--- src/rtl/wrapped_instrumented_adder_if.sv ---
// Logic-analyser and GPIO bundle between the management side and the adder wrapper.
// The wrapper takes the slave modport; management or a testbench takes the master.
interface wrapped_instrumented_adder_if;
  logic        active;
  logic [31:0] la1_data_in;
  logic [31:0] la1_oenb;
  logic [31:0] la2_data_in;
  logic [31:0] la2_oenb;
  logic [31:0] la3_data_in;
  logic [31:0] la3_oenb;
  logic [31:0] la1_data_out;
  logic [31:0] la2_data_out;
  logic [31:0] la3_data_out;
  logic [37:0] io_in;
  logic [37:0] io_out;
  logic [37:0] io_oeb;

  modport slave (
    input  active, la1_data_in, la1_oenb, la2_data_in, la2_oenb,
           la3_data_in, la3_oenb, io_in,
    output la1_data_out, la2_data_out, la3_data_out, io_out, io_oeb
  );

  modport master (
    output active, la1_data_in, la1_oenb, la2_data_in, la2_oenb,
           la3_data_in, la3_oenb, io_in,
    input  la1_data_out, la2_data_out, la3_data_out, io_out, io_oeb
  );
endinterface

--- src/rtl/wrapped_instrumented_adder.sv ---
// Instrumented 32-bit adder wrapper with a sum->A ring path and toggle/cycle counters.
// Define OUTPUT_REG_EN to register sum/carry; otherwise they are combinational.
module wrapped_instrumented_adder #(
  parameter int          WIDTH    = 32,
  parameter logic [31:0] RST_MASK = 32'h4000_0000
) (
  input logic                          wb_clk_i,
  input logic                          wb_rst_i,
  wrapped_instrumented_adder_if.slave  bus
);

  logic [31:0] ctrl;
  logic        run, load_a, load_b, load_ext, load_ring, load_sbit, clr;

  logic [WIDTH-1:0] a_input_q, b_input_q;
  logic [WIDTH-1:0] ext_mask_q, ring_mask_q, sbit_mask_q;
  logic             fb_q;
  logic [31:0]      ring_cnt_q, cycle_cnt_q;

  logic [WIDTH-1:0] a_eff;
  logic [WIDTH-1:0] sum_d;
  logic             carry_d;
  logic [WIDTH-1:0] sum_out;
  logic             chain_out;
  logic             fb_d;

  // A control bit counts only when its LA lane is driven and the project is selected.
  assign ctrl      = bus.la1_data_in & ~bus.la1_oenb & {32{bus.active}};
  assign run       = ctrl[0];
  assign load_a    = ctrl[1];
  assign load_b    = ctrl[2];
  assign load_ext  = ctrl[3];
  assign load_ring = ctrl[4];
  assign load_sbit = ctrl[5];
  assign clr       = ctrl[6];

  // External source wins over the ring path where both masks are set.
  assign a_eff = (a_input_q & ~ext_mask_q & ~ring_mask_q)
               | ({WIDTH{bus.io_in[37]}} & ext_mask_q)
               | ({WIDTH{fb_q}} & ring_mask_q & ~ext_mask_q);

  assign {carry_d, sum_d} = {1'b0, a_eff} + {1'b0, b_input_q};

`ifdef OUTPUT_REG_EN
  logic [WIDTH-1:0] sum_q;
  logic             chain_out_q;

  always_ff @(posedge wb_clk_i or posedge wb_rst_i) begin
    if (wb_rst_i) begin
      sum_q       <= '0;
      chain_out_q <= 1'b0;
    end else if (bus.active) begin
      sum_q       <= sum_d;
      chain_out_q <= carry_d;
    end
  end

  assign sum_out   = sum_q;
  assign chain_out = chain_out_q;
`else
  assign sum_out   = sum_d;
  assign chain_out = carry_d;
`endif

  // Feedback sees the sum exactly as presented on the outputs.
  assign fb_d = ~^(sum_out & sbit_mask_q);

  always_ff @(posedge wb_clk_i or posedge wb_rst_i) begin
    if (wb_rst_i) begin
      a_input_q   <= '0;
      b_input_q   <= '0;
      ext_mask_q  <= RST_MASK[WIDTH-1:0];
      ring_mask_q <= RST_MASK[WIDTH-1:0];
      sbit_mask_q <= '0;
      fb_q        <= 1'b0;
      ring_cnt_q  <= '0;
      cycle_cnt_q <= '0;
    end else begin
      if (load_a)    a_input_q   <= bus.la2_data_in[WIDTH-1:0];
      if (load_b)    b_input_q   <= bus.la3_data_in[WIDTH-1:0];
      if (load_ext)  ext_mask_q  <= bus.la2_data_in[WIDTH-1:0];
      if (load_ring) ring_mask_q <= bus.la3_data_in[WIDTH-1:0];
      if (load_sbit) sbit_mask_q <= bus.la2_data_in[WIDTH-1:0];
      if (clr) begin
        fb_q        <= 1'b0;
        ring_cnt_q  <= '0;
        cycle_cnt_q <= '0;
      end else if (run) begin
        fb_q        <= fb_d;
        cycle_cnt_q <= cycle_cnt_q + 32'd1;
        if (fb_d != fb_q) ring_cnt_q <= ring_cnt_q + 32'd1;
      end
    end
  end

  always_comb begin
    bus.la1_data_out = '0;
    bus.la2_data_out = '0;
    bus.la3_data_out = '0;
    bus.io_out       = '0;
    bus.io_oeb       = '1;
    if (bus.active) begin
      bus.la1_data_out = {cycle_cnt_q[23:0], 6'b0, fb_q, chain_out};
      bus.la2_data_out = ring_cnt_q;
      bus.la3_data_out = sum_out[31:0];
      bus.io_out       = {4'b0, fb_q, chain_out, sum_out[31:0]};
      bus.io_oeb       = {4'b1111, 34'b0};
    end
  end

  logic unused_sigs;
  assign unused_sigs = ^{bus.la2_oenb, bus.la3_oenb, bus.io_in[36:0], ctrl[31:7]};

endmodule

--- src/flat_wrapper.sv ---
// flat-port wrapper written by rule: the top's interface ports become plain ports
module wrapped_instrumented_adder_flat 
#(
  parameter int          WIDTH    = 32,
  parameter logic [31:0] RST_MASK = 32'h4000_0000
)
  (wb_clk_i, wb_rst_i, bus_active, bus_la1_data_in, bus_la1_oenb, bus_la2_data_in, bus_la2_oenb, bus_la3_data_in, bus_la3_oenb, bus_io_in, bus_la1_data_out, bus_la2_data_out, bus_la3_data_out, bus_io_out, bus_io_oeb);
  wrapped_instrumented_adder_if bus_i ();
  input logic wb_clk_i;
  input logic wb_rst_i;
  input wire logic [$bits(bus_i.active)-1:0] bus_active;
  input wire logic [$bits(bus_i.la1_data_in)-1:0] bus_la1_data_in;
  input wire logic [$bits(bus_i.la1_oenb)-1:0] bus_la1_oenb;
  input wire logic [$bits(bus_i.la2_data_in)-1:0] bus_la2_data_in;
  input wire logic [$bits(bus_i.la2_oenb)-1:0] bus_la2_oenb;
  input wire logic [$bits(bus_i.la3_data_in)-1:0] bus_la3_data_in;
  input wire logic [$bits(bus_i.la3_oenb)-1:0] bus_la3_oenb;
  input wire logic [$bits(bus_i.io_in)-1:0] bus_io_in;
  output wire logic [$bits(bus_i.la1_data_out)-1:0] bus_la1_data_out;
  output wire logic [$bits(bus_i.la2_data_out)-1:0] bus_la2_data_out;
  output wire logic [$bits(bus_i.la3_data_out)-1:0] bus_la3_data_out;
  output wire logic [$bits(bus_i.io_out)-1:0] bus_io_out;
  output wire logic [$bits(bus_i.io_oeb)-1:0] bus_io_oeb;
  assign bus_i.active = bus_active;
  assign bus_i.la1_data_in = bus_la1_data_in;
  assign bus_i.la1_oenb = bus_la1_oenb;
  assign bus_i.la2_data_in = bus_la2_data_in;
  assign bus_i.la2_oenb = bus_la2_oenb;
  assign bus_i.la3_data_in = bus_la3_data_in;
  assign bus_i.la3_oenb = bus_la3_oenb;
  assign bus_i.io_in = bus_io_in;
  assign bus_la1_data_out = bus_i.la1_data_out;
  assign bus_la2_data_out = bus_i.la2_data_out;
  assign bus_la3_data_out = bus_i.la3_data_out;
  assign bus_io_out = bus_i.io_out;
  assign bus_io_oeb = bus_i.io_oeb;
  wrapped_instrumented_adder #(.WIDTH(WIDTH), .RST_MASK(RST_MASK)) u_core (.wb_clk_i(wb_clk_i), .wb_rst_i(wb_rst_i), .bus(bus_i));
endmodule
--- config.mk ---
export PLATFORM = sky130hd
export DESIGN_NAME = wrapped_instrumented_adder_flat
export DESIGN_NICKNAME = d
export VERILOG_FILES = /design/src/rtl/wrapped_instrumented_adder_if.sv /design/src/rtl/wrapped_instrumented_adder.sv /design/src/flat_wrapper.sv
export SDC_FILE = /design/constraint.sdc
export NUM_CORES = 1
export LEC_CHECK = 0
export BUFFER_PORTS_ARGS = -buffer_cell sky130_fd_sc_hd__clkbuf_2
export CORE_MARGIN = 2
export CORE_UTILIZATION = 33
export CTS_CLUSTER_DIAMETER = 60
export DETAILED_ROUTE_END_ITERATION = 12
export GPL_ROUTABILITY_DRIVEN = 0
export GPL_TIMING_DRIVEN = 0
export SLEW_MARGIN = 30
export SYNTH_ARGS = -nofsm -noshare
export SYNTH_HDL_FRONTEND = slang
export SYNTH_SLANG_ARGS = --single-unit
--- constraint.sdc ---
create_clock -name wb_clk_i -period 10.4 [get_ports wb_clk_i]
set_input_delay 0.52 -clock wb_clk_i [delete_from_list [all_inputs] [get_ports wb_clk_i]]
set_output_delay 0.52 -clock wb_clk_i [all_outputs]
set_load 0.01 [all_outputs]
After elaboration in Yosys (flattened, before gate mapping)
Index checks and enable logic that the tools add are counted.
- register bits after elaboration: 225
- input bits: 233
- output and inout bits: 172
- word-level logic and storage cells: 41
- $add $sub $neg: 3
- eq/ne operators: 1
- mux-type cells: 12
- bitwise gates (word level): 13
- reduce and logical (&&, ||, !) cells: 4
- operators by type and width (operator ; number):
    two-way mux 32 bit ; 8
    bitwise AND 32 bit ; 6
    two-way mux 34 bit ; 2
    adder 32 x 1 -> 32 bit, second input constant ; 2
    inverter 32 bit ; 2
    OR 32 bit ; 2
    adder 32 x 32 -> 33 bit ; 1
    XNOR reduction 32 bit ; 1
    bitwise AND 7 bit ; 2
    inverter 7 bit ; 1
    nonzero test 2 bit ; 2
    two-way mux 1 bit ; 2
    AND reduction 2 bit ; 1
    inequality test 1 bit ; 1

Depth between registers and ports, before layout
- depth in word-level cells: 12
- depth in mapped cells: 21
- depth with buffers taken out: 18

Worst setup path after synthesis
No wires, ideal clock.
- kind: register -> register
- start: register u_core.fb_q
- end: register u_core.ring_cnt_q[25]
- setup time: 78 ps
- arrival: 5097 ps
- required time: 10322 ps
- path slack: 5225 ps
- stages on the path, launching flop included: 20
- path buffers: 2
- clock period less this slack: 5175 ps
- cell sequence: dfrtp_1 > clkbuf_1 > clkbuf_1 > mux2i_1 > o21ai_0 > fa_1 > a21oi_1 > o211ai_4 > a31oi_2 > mux2i_1 > xnor3_1 > xnor3_1 > xnor2_1 > xor3_1 > xnor3_2 > xnor2_2 > xnor2_2 > nand4_2 > or4_1 > a21oi_1
- word-level cells in the longest chain between the ends: 9
- RTL lines (what ; RTL line ; source):
    from (decl) ; wrapped_instrumented_adder.sv:17 ; logic fb_q;
    from (signal assigned) ; wrapped_instrumented_adder.sv:75 ; fb_q <= 1'b0;
    from (signal assigned) ; wrapped_instrumented_adder.sv:85 ; fb_q <= 1'b0;
    from (signal assigned) ; wrapped_instrumented_adder.sv:89 ; fb_q <= fb_d;
    bitwise AND 32 bit (2 in a row) ; wrapped_instrumented_adder.sv:40 ; | ({WIDTH{fb_q}} & ring_mask_q & ~ext_mask_q);
    OR 32 bit ; wrapped_instrumented_adder.sv:40 ;
    adder 32 x 32 -> 33 bit ; wrapped_instrumented_adder.sv:42 ; assign {carry_d, sum_d} = {1'b0, a_eff} + {1'b0, b_input_q};
    bitwise AND 32 bit ; wrapped_instrumented_adder.sv:66 ; assign fb_d = ~^(sum_out & sbit_mask_q);
    XNOR reduction 32 bit ; wrapped_instrumented_adder.sv:66 ;
    inequality test 1 bit * ; wrapped_instrumented_adder.sv:91 ; if (fb_d != fb_q) ring_cnt_q <= ring_cnt_q + 32'd1;
    nonzero test 2 bit (no source line) * ; n/a ;
    AND reduction 2 bit (no source line) * ; n/a ;
    to (signal assigned) ; wrapped_instrumented_adder.sv:91 ;
    to (decl) ; wrapped_instrumented_adder.sv:18 ; logic [31:0] ring_cnt_q, cycle_cnt_q;
Mark *: on every way between the ends. The rest lies on a longest branch, timed or not.
A chain may end at the register's enable or synchronous reset.

Worst setup path after layout
Same ends and word-level chain as after synthesis.

==> impl_results.md <==
- Status: finished, final reports clean
- Largest cells by area after synthesis: dfrtp_1 (42%), mux2_2 (14%), buf_4 (4.7%)
- Number of synthesized register bits: between 200 and 250
- Clk Latency, worst-skew pair: 0.54 ns
- Post-route core utilization: 40.8%
- Slew headroom: between 40% and 50%
- Initial Util: between 30% and 40%
- Final Cell Area: around 16000 sq um
- First-pass GRT wire length: 56400 microns
- Max clock buf depth: 3
- Setup WS pre-CTS: about 3.7 ns
- Drt via density: just under 5
- Core area: 38600 sq um
- CTS tree: done
- Startpoint type of the worst setup path: register
- Post-synth EDFFs: 0
- Share of layout cells above drive strength 1: roughly a third
- Final Hold Vio Count: 0
- Final nets: 1809
- Max_cap viols: 0
- Clock root cell: clkbuf_16
- Sw Pwr: between 1.5 and 2 mW
- Die area: 40600 sq um
- Top-area cell type share of the netlist area: 41.8%
- WP buf/inv: 3
- Worst setup EP type: register
- Total power: 4.28 mW
- Worst Max-Slew Pin Slew: 0.854 ns
- Synth warn: 0
- Worst hold path type: in -> async
- Synth cell count leaders: dfrtp_1 (215), mux2_2 (160), nand2_1 (112)
- Remaining DRCs: 0
- Clock power frac: between 20% and 30%
- Gate power share: 53.2%
- Die Span Y: around 200 microns
- H-tree depth: 1
- Clk sinks: 217
- Fillers: approximately 3.8k
- Async set-reset flop share out of synthesis: 100%
- Total I/O pin count: a little over 400
- Clock skew: about 0.009 ns
- Final worst-path cycle share: between 60 and 70%
- Max rail drop VDD: between 0.3 and 0.4 mV
- Area after DPL: 14800 sq um
- Top delay family on crit path: compound AO/OA/AOI/OAI gates
- DRT Pass-1 Iters: 5
- Max Fclk: approximately 0.15 GHz
- Syn avg cell area: between 10 and 15 sq um
- Antenna violations before repair: 2
- Internal: approximately 2.6 mW
- Cts hold-fix bufs: 0
- Via Count: slightly above 10k
- Min Tclk post-route: 6.67 ns
- Post-route non-filler standard cell count: about 2.1k
- Reg power frac: 24.7%
- Cts bufs inserted: 28
- Cells after DPL: roughly 2.0k
- Worst-path clk slew: about 0.06 ns
- CP max stage cell: clkbuf_1
- Setup ws final: about 3.7 ns
- Cell Rows: 72
- Post-CTS Setup Bufs: 0
- Sequential share of the synthesized area: a little over two fifths
- Ys flop type: dfrtp_1
- Wirelength per Cell: ~17 microns
- RSZ-0062 raised after global routing: no
- Largest net degree at the start of global routing: between 70 and 80
- CP max FO: 10
- Crit path cell chain: clkbuf_1 -> clkbuf_1 -> mux2i_1 -> o21ai_0 -> ha_1 -> clkbuf_1 -> a21oi_1 -> o21ai_0 -> a2111o_1 -> a22oi_1 -> a31oi_1 -> a311o_1 -> mux2i_1 -> xor2_1 -> xnor3_1 -> xnor2_2 -> xnor2_2 -> nand4_2 -> or4_1 -> a21oi_1
- Switching fraction of total power: about two fifths
- Post-cts sizing count: 0
- Dominant cell by count in the synthesized netlist: dfrtp_1
- Antenna Nets Post-Route: 0
- CP most frequent cell: clkbuf_1
- Yosys top cell by area: dfrtp_1
- Synth Instances: roughly 1.3k
- Final slew viol count: 0
- Slowest stage delay, CP: roughly 0.67 ns
- Leakage: 7.53 nW
- Setup_tns: 0 ns
- PortBufs: about 240
- Cell Area, Synth: roughly 13000 sq um
- Layout area overhead: 22.5%
- Vias in the first global route: roughly 10k
- Die width: approximately 200 microns
- Drt initial violations: between 500 and 600
- Overall Global Routing Usage: approximately 17%
- Final setup viols: 0
- Detailed placer's ending HPWL: 27200 microns
- Hold Slack: approximately 0.018 ns
- Cell area power density: around 270 nW/um^2
- Final wirelength: roughly 36000 microns
- Crit path kind: reg -> reg
- Yosys cell types: 64
- WP data arrival: slightly above 7 ns
- Grt total ovfl: 0
- Critical Path RT: roughly 11 ns
[layout by cell type (no fill, tap or decap), types with 6 or more instances in the layout]
master | Yosys | final
nand2b_1 | 7 | 7
dfrtp_1 | 215 | 215
clkbuf_1 | 43 | 50
nand2_1 | 112 | 112
nand3b_1 | 6 | 6
nor3_1 | 10 | 10
and3_1 | 9 | 9
conb_1 | 2 | 14
a21o_1 | 15 | 15
and2_1 | 77 | 77
or3_1 | 22 | 22
clkbuf_16 | 0 | 29
xor2_1 | 44 | 44
nor2_1 | 69 | 69
nand3_1 | 38 | 38
inv_1 | 11 | 10
a21oi_1 | 61 | 61
clkbuf_2 | 0 | 240
ha_1 | 40 | 40
o21ai_0 | 74 | 74
buf_4 | 81 | 81
mux2_2 | 160 | 160
xnor3_1 | 8 | 8
xnor2_1 | 26 | 26
nand4_1 | 17 | 17
mux2i_1 | 39 | 39
[area by class of cell]
class / instances / area (sq um) / share of cell area, %
Clock buffer: 42 / 825 / 5.24
Buffer: 132 / 805 / 5.11
Multi-Input combinational cell: 902 / 6620 / 42.0
Inverter: 12 / 52.6 / 0.334
Tap cell: 518 / 648 / 4.12
Antenna cell: 3 / 7.51 / 0.0477
Timing Repair Buffer: 242 / 1270 / 8.07
Clock inverter: 9 / 83.8 / 0.532
Sequential cell: 217 / 5430 / 34.5
[per-layer routing]
metal / GRT usage [%] / routed length (microns) / up-vias
li1: - / - / 4842
met1: 22.7 / 15900 / 4920
met2: 30.3 / 17400 / 312
met3: 3.08 / 2210 / 44
met4: 3.47 / 505 / 0
met5: 0 / 0 / -
[power groups by stage]
stage / combinational, mW / sequential (mW) / clock (mW)
final: 2.28 / 1.06 / 0.949
after global routing: 2.51 / 1.07 / 1.01
after CTS: 2.32 / 1.05 / 0.971
after detailed placement: 2.30 / 1.07 / 0
after global placement: 2.29 / 1.06 / 0
after floorplan: 1.67 / 1.04 / 0
[kinds of logic after synthesis]
| family | Yosys count | synth area share (%) |
|---|---|---|
| AO/OA/AOI/OAI | 180 | 8.14 |
| AND/OR/NAND/NOR | 386 | 15.1 |
| flip-flops | 217 | 42.3 |
| other | 2 | 0.0584 |
| XOR/XNOR | 82 | 6.79 |
| buffers and inverters | 144 | 6.60 |
| multiplexers | 199 | 17.1 |
| adder cells (fa/ha/maj) | 41 | 4.05 |
[path summary, 6_finish.rpt]
kind / slack (ns) / endpoint / start / cells past startpoint
worst max-delay path: 3.73 / u_core.ring_cnt_q[25] / u_core.fb_q / 20
worst min-delay path: 0.02 / u_core.cycle_cnt_q[10] / wb_rst_i / 2
worst max register to register: 3.73 / u_core.ring_cnt_q[25] / u_core.fb_q / 20
worst min register to register: 0.50 / u_core.a_input_q[25] / u_core.a_input_q[25] / 1
max in group asynchronous: 9.26 / u_core.sbit_mask_q[18] / wb_rst_i / 4
min in group wb_clk_i: 0.23 / u_core.b_input_q[25] / bus_la3_data_in[25] / 2
[state kept, by name, summed over array words and instances, names as in the netlist]
signal and flops:
u_core.a_input_q 32, u_core.sbit_mask_q 32, u_core.b_input_q 32, u_core.ring_mask_q 32
u_core.ext_mask_q 32, u_core.fb_q 1, u_core.cycle_cnt_q 24, u_core.ring_cnt_q 32
(Power assumes the default switching activity.)
